### src/rtl/spr_sched.sv
// spr_sched: per-line sprite evaluation and pattern-load scheduler for spr_rend.
// Define SPR_OVERFLOW_EN for overflow detection with early scan termination.
module spr_sched #(
    parameter int NUM_SLOTS = 8,
    parameter int NUM_OAM   = 64
) (
    input  logic                 clk,
    input  logic                 reset_n,
    input  logic                 line_start,
    input  logic [7:0]           scanline,
    output logic [5:0]           oam_addr,
    input  logic [31:0]          oam_data,
    output logic                 pat_req,
    output logic [10:0]          pat_addr,
    input  logic                 pat_ack,
    input  logic [15:0]          pat_data,
    output logic [31:0]          rend_buf,
    output logic [NUM_SLOTS-1:0] rend_now,
    output logic [NUM_SLOTS-1:0] draw_en,
    output logic                 overflow,
    output logic                 busy,
    output logic                 done
);

    localparam int CW = $clog2(NUM_OAM + 1);
    localparam int HW = $clog2(NUM_SLOTS + 1);
    localparam int SW = (NUM_SLOTS > 1) ? $clog2(NUM_SLOTS) : 1;

    typedef enum logic [2:0] {
        IDLE,
        SCAN,
        FETCH,
        LOAD,
        STROBE,
        DONE
    } state_t;

    state_t state;
    state_t next;

    logic [CW-1:0] scan_cnt;
    logic [7:0]    line_q;
    logic [HW-1:0] hit_cnt;
    logic [SW-1:0] slot;

    // Hit buffer; attr is kept as {vflip, hflip, priority, palette[1:0]}.
    logic [2:0] buf_row  [NUM_SLOTS];
    logic [7:0] buf_tile [NUM_SLOTS];
    logic [4:0] buf_attr [NUM_SLOTS];
    logic [7:0] buf_x    [NUM_SLOTS];

    logic [7:0] row_diff;
    logic       cmp_valid;
    logic       is_hit;
    logic       buf_full;
    logic       store;
    logic       spill;
    logic       scan_last;
    logic       scan_end;
    logic       has_hits;
    logic       last_slot;
    logic       enter_done;
    logic [4:0] cur_attr;
    logic [2:0] fetch_row;
    logic       unused_attr;

    // Entry fetched with address N is compared on the next cycle.
    assign row_diff    = line_q - oam_data[31:24];
    assign cmp_valid   = (state == SCAN) && (scan_cnt != '0);
    assign is_hit      = cmp_valid && (row_diff[7:3] == 5'd0);
    assign buf_full    = (hit_cnt == HW'(NUM_SLOTS));
    assign store       = is_hit && !buf_full;
    assign spill       = is_hit && buf_full;
    assign scan_last   = (scan_cnt == CW'(NUM_OAM));
    assign has_hits    = (hit_cnt != '0) || store;
    assign last_slot   = ((HW'(slot) + HW'(1)) == hit_cnt);
    assign cur_attr    = buf_attr[slot];
    assign fetch_row   = cur_attr[4] ? ~buf_row[slot] : buf_row[slot];
    assign enter_done  = (next == DONE) && (state != DONE);
    assign unused_attr = ^oam_data[12:10];

    // State register.
    always_ff @(posedge clk or negedge reset_n) begin
        if (!reset_n) begin
            state <= IDLE;
        end else begin
            state <= next;
        end
    end

    // Next-state logic and state-decoded handshake outputs.
    always_comb begin
        next     = state;
        oam_addr = '0;
        pat_req  = 1'b0;
        pat_addr = '0;
        rend_now = '0;
        done     = 1'b0;
        busy     = (state != IDLE);
        unique case (state)
            IDLE: begin
                next = IDLE;
            end
            SCAN: begin
                if (!scan_last) begin
                    oam_addr = 6'(scan_cnt);
                end
                if (scan_end) begin
                    next = has_hits ? FETCH : DONE;
                end
            end
            FETCH: begin
                pat_req  = 1'b1;
                pat_addr = {buf_tile[slot], fetch_row};
                if (pat_ack) begin
                    next = LOAD;
                end
            end
            LOAD: begin
                next = STROBE;
            end
            STROBE: begin
                rend_now[slot] = 1'b1;
                next = last_slot ? DONE : FETCH;
            end
            DONE: begin
                done = 1'b1;
                next = IDLE;
            end
            default: begin
                next = IDLE;
            end
        endcase
        // A new line always restarts the evaluation from scratch.
        if (line_start) begin
            next = SCAN;
        end
    end

    // Scan counter, captured scanline, hit count and slot pointer.
    always_ff @(posedge clk or negedge reset_n) begin
        if (!reset_n) begin
            scan_cnt <= '0;
            line_q   <= '0;
            hit_cnt  <= '0;
            slot     <= '0;
        end else if (line_start) begin
            scan_cnt <= '0;
            line_q   <= scanline;
            hit_cnt  <= '0;
            slot     <= '0;
        end else begin
            if (state == SCAN) begin
                scan_cnt <= scan_cnt + CW'(1);
            end
            if (store) begin
                hit_cnt <= hit_cnt + HW'(1);
            end
            if (state == STROBE) begin
                slot <= slot + SW'(1);
            end
        end
    end

    // Hit buffer fills in OAM order.
    always_ff @(posedge clk or negedge reset_n) begin
        if (!reset_n) begin
            for (int i = 0; i < NUM_SLOTS; i++) begin
                buf_row[i]  <= '0;
                buf_tile[i] <= '0;
                buf_attr[i] <= '0;
                buf_x[i]    <= '0;
            end
        end else if (store && !line_start) begin
            buf_row[hit_cnt[SW-1:0]]  <= row_diff[2:0];
            buf_tile[hit_cnt[SW-1:0]] <= oam_data[23:16];
            buf_attr[hit_cnt[SW-1:0]] <= {oam_data[15:13], oam_data[9:8]};
            buf_x[hit_cnt[SW-1:0]]    <= oam_data[7:0];
        end
    end

    // Render word loads on the ack edge so it holds through LOAD and STROBE.
    always_ff @(posedge clk or negedge reset_n) begin
        if (!reset_n) begin
            rend_buf <= '0;
        end else if (state == FETCH && pat_ack && !line_start) begin
            rend_buf <= {1'b0, cur_attr[3], cur_attr[2], 3'b000,
                         cur_attr[1:0], buf_x[slot], pat_data};
        end
    end

    // Draw enables: dropped at line start, set for loaded slots on completion.
    always_ff @(posedge clk or negedge reset_n) begin
        if (!reset_n) begin
            draw_en <= '0;
        end else if (line_start) begin
            draw_en <= '0;
        end else if (enter_done) begin
            for (int i = 0; i < NUM_SLOTS; i++) begin
                draw_en[i] <= (HW'(i) < hit_cnt);
            end
        end
    end

`ifdef SPR_OVERFLOW_EN
    logic ovf_q;

    // Overflow latched during scan, published when the line completes.
    always_ff @(posedge clk or negedge reset_n) begin
        if (!reset_n) begin
            ovf_q    <= 1'b0;
            overflow <= 1'b0;
        end else if (line_start) begin
            ovf_q <= 1'b0;
        end else begin
            if (spill) begin
                ovf_q <= 1'b1;
            end
            if (enter_done) begin
                overflow <= ovf_q;
            end
        end
    end

    assign scan_end = scan_last || spill;
`else
    logic unused_spill;

    assign overflow     = 1'b0;
    assign scan_end     = scan_last;
    assign unused_spill = spill;
`endif

endmodule

### config.mk
export PLATFORM = sky130hd
export DESIGN_NAME = spr_sched
export DESIGN_NICKNAME = d
export VERILOG_FILES = /design/src/rtl/spr_sched.sv
export SDC_FILE = /design/constraint.sdc
export NUM_CORES = 1
export LEC_CHECK = 0
export CORE_AREA = 2 2 178 180
export DETAILED_ROUTE_END_ITERATION = 7
export DIE_AREA = 0 0 180 182
export GPL_ROUTABILITY_DRIVEN = 0
export PLACE_DENSITY = 0.69
export SETUP_SLACK_MARGIN = 0.5
export SLEW_MARGIN = 5
export SYNTH_ARGS = -nofsm -noshare
export SYNTH_HDL_FRONTEND = slang
export SYNTH_SLANG_ARGS = --single-unit
export TNS_END_PERCENT = 100
### constraint.sdc
create_clock -name clk -period 4.6 [get_ports clk]
set_input_delay 0.92 -clock clk [delete_from_list [all_inputs] [get_ports clk]]
set_output_delay 0.92 -clock clk [all_outputs]
set_load 0.05 [all_outputs]
==> impl_metrics.ini <==
[final_layout]
n_antenna_cell = 0
multi_input_comb_area_um2 = 5340
sequential_cell_area_um2 = 6330
syn_to_final_growth_pct = 21.4
postLayoutCellArea_um2 = 14800
layout-drive-gt1-share_pct = 18.5
final_cell_mix = 252 x dfrtp_1, 124 x mux2_1, 113 x clkdlybuf4s50_1
net_count_final = 1126
final_common_cell = dfrtp_1
fillCellCount = 2685

[global_route]
grt_antenna_before_repair = 0
grt_pass1_vias = 7997
grt_max_degree = 110
grt_remaining_overflow = 0
global_route_wire_length_before_repair_mm = 45.3
grt_use_total_pct = 17.0

[cts]
ctsRootBufferMaster = clkbuf_16
clk_pin_slew_ns = 0.06
post-cts-setup-buffers = 0
cts_made_buffers = 29
cts_tree = yes
cts_htree_levels = 1
cts-root-to-sink-buffers = 3
cts_sinks = 253
clock_latency_ns = 0.53

[setup_path]
reg_to_reg_endpoint = buf_x[27]$_DFFE_PN0P_
worstSetupStartpointType = register
worstPathMaxFanout = 18
rr_startpoint = line_q[0]$_DFFE_PN0P_
regToRegSetupSlack_ns = 1.38
worstPathRequired_ns = 3.68
worst_r2r_path_depth = 12
worstSetupEndpointType = primary output
timing.setup.critical_path_class = reg -> out
critical_path_arrival_ns = 3.03

[synth]
syn_area_um2 = 12200
yosys_warning_count = 0
synth-edff-count = 0
synth_top_area_cell = dfrtp_1
post_synth_num_cell_types = 62
postSynth.asyncResetShare_pct = 100
postSynthRegisterBits = 253
ys.flop_type = dfrtp_1
syn-instance-count = 933
synth.top_cell.area_share_pct = 52.1
synthTopCellsByArea = dfrtp_1 52%, mux2_1 11%, mux2_2 7.7%
synth.yosys.seq_area_share_pct = 52.1
avgSynthCellArea_um2 = 13.0

[sta]
worst_clock_skew_ns = 0.00756
max_clock_freq_mhz = 253
setup_tns_ns = 0
timing_hold_violations_final = 0
period_utilization_post_route_pct = 86.0
rsz0062_at_grt = false
layout_min_cycle_time_ns = 3.95
report.final.slew_viol_count = 0
finalSetupViolations = 0
tightestPinTransition_ns = 0.853
timing.max_slew.rel_slack_pct = 43.2

[floorplanning]
die_area_um2 = 32800
chipWidth_um = 180
die_height_um = 182
ports_placed_on_the_boundary = 129
core_region_um2 = 31000
initial_utilization_pct = 39.2
core.rowCount = 65

[place]
dp_hpwl_mm = 17.1
io_buffers = 120
place_area_um2 = 13800

[power_and_ir_drop]
power.static_leakage_nw = 6.79
p_per_area_nw_per_um2 = 354
p_total_w = 0.00523
peakVddDrop_mv = 0.228

[route]
drt_first_iter_violations = 400
drtAntennaViolNets = 0
dr.pass1.iters = 6
detail_route.drc_violations = 0
viasPerCell = 5.25
routed_wl_mm = 27.4
dr_total_vias = 7756
final_routed_wire_length_divided_by_cell_count_um = 18.6

[outcome]
status = finished, final reports clean

[hold_path]
worstHoldPathType = in -> async

[flow_run]
drv.max_cap_violation_count = 0
registers in the layout, indices dropped and copies added, names as in the netlist:
register / flops
buf_tile: 64
buf_row: 24
buf_attr: 40
buf_x: 64
draw_en: 8
scan_cnt: 7
slot: 3
line_q: 8
rend_buf: 28
hit_cnt: 4
state: 3
timing repair:
action,4_1_cts,5_1_grt
gates cloned,0,0
setup endpoints to repair,10,7
hold buffers,0,0
gates resized for setup,6,7
through the flow:
step	utilization, %	hold slack [ns]	std cells	worst slack [ns]
6_report	47.6	0.397	1476	0.646
4_1_cts	47.6	0.466	1476	0.495
2_1_floorplan	-	0.452	937	1.13
3_5_place_dp	44.6	0.471	1424	0.402
3_3_place_gp	44.6	0.462	1424	0.450
5_1_grt	47.6	0.468	1476	0.505
synthesized netlist by cell type, types with 8 or more instances:
| library cell | count |
|---|---|
| mux2_2 | 83 |
| clkbuf_1 | 26 |
| mux2_1 | 124 |
| a21oi_1 | 31 |
| nand2_1 | 32 |
| ha_1 | 12 |
| nor2_1 | 65 |
| nor3_4 | 8 |
| mux2i_1 | 77 |
| inv_1 | 30 |
| nand3_1 | 8 |
| buf_6 | 18 |
| mux4_2 | 18 |
| o22ai_1 | 31 |
| dfrtp_1 | 253 |
| o21ai_0 | 9 |
| buf_1 | 10 |
critical path, cell delays in order (launching register included):
cell and delay, ns:
dfrtp_4 0.66, buf_6 0.32, mux4_2 0.54, mux2i_1 0.14
nor2_1 0.08, clkdlybuf4s50_1 0.73
metal layers:
metal	vias up	share of wire (%)	track usage, %
met5	-	0	0
met2	144	48	27.9
met4	0	1.7	3.19
li1	3592	-	-
met3	38	4.0	2.25
met1	3982	47	24.3
how the worst max path moves through the flow:
| stage | end | cells after the start | startpoint | slack (ns) |
|---|---|---|---|---|
| 5_1_grt | pat_addr[4] | 5 | slot[0]$_DFFE_PN0P_ | 0.51 |
| 4_1_cts | pat_addr[4] | 5 | slot[0]$_DFFE_PN0P_ | 0.49 |
| 3_5_place_dp | buf_x[27]$_DFFE_PN0P_ | 12 | oam_data[24] | 0.40 |
| 6_report | pat_addr[4] | 5 | slot[0]$_DFFE_PN0P_ | 0.65 |
| 3_3_place_gp | buf_x[34]$_DFFE_PN0P_ | 12 | oam_data[24] | 0.45 |
| 2_1_floorplan | buf_attr[10]$_DFFE_PN0P_ | 11 | oam_data[24] | 1.13 |
power breakdown:
| group | internal [W] | switching (W) |
|---|---|---|
| combinational | 0.000269 | 0.000315 |
| sequential | 0.00234 | 0.0000545 |
| clock | 0.00136 | 0.000893 |
kinds of logic (layout without fill, tap and decap cells):
group | after synthesis | after routing | share of synthesized area (%)
DFF | 253 | 253 | 52.1
AOI/OAI and AO/OA | 104 | 104 | 5.61
adders and majority gates | 13 | 13 | 1.40
xor gates and xnor gates | 12 | 12 | 0.865
muxes | 302 | 302 | 28.9
other | 1 | 5 | 0.0309
and+or+nand+nor | 157 | 157 | 7.02
buffers and inverters | 91 | 228 | 4.12
layout make-up:
cell class	instances	share of cell area [%]
Inverter	30	0.763
Timing Repair Buffer	146	10.2
Tap cell	402	3.41
Sequential cell	253	42.9
Clock buffer	41	5.90
Clock inverter	11	0.568
Multi-Input combinational cell	593	36.2
Note: power is estimated with default switching activity, not from simulation.
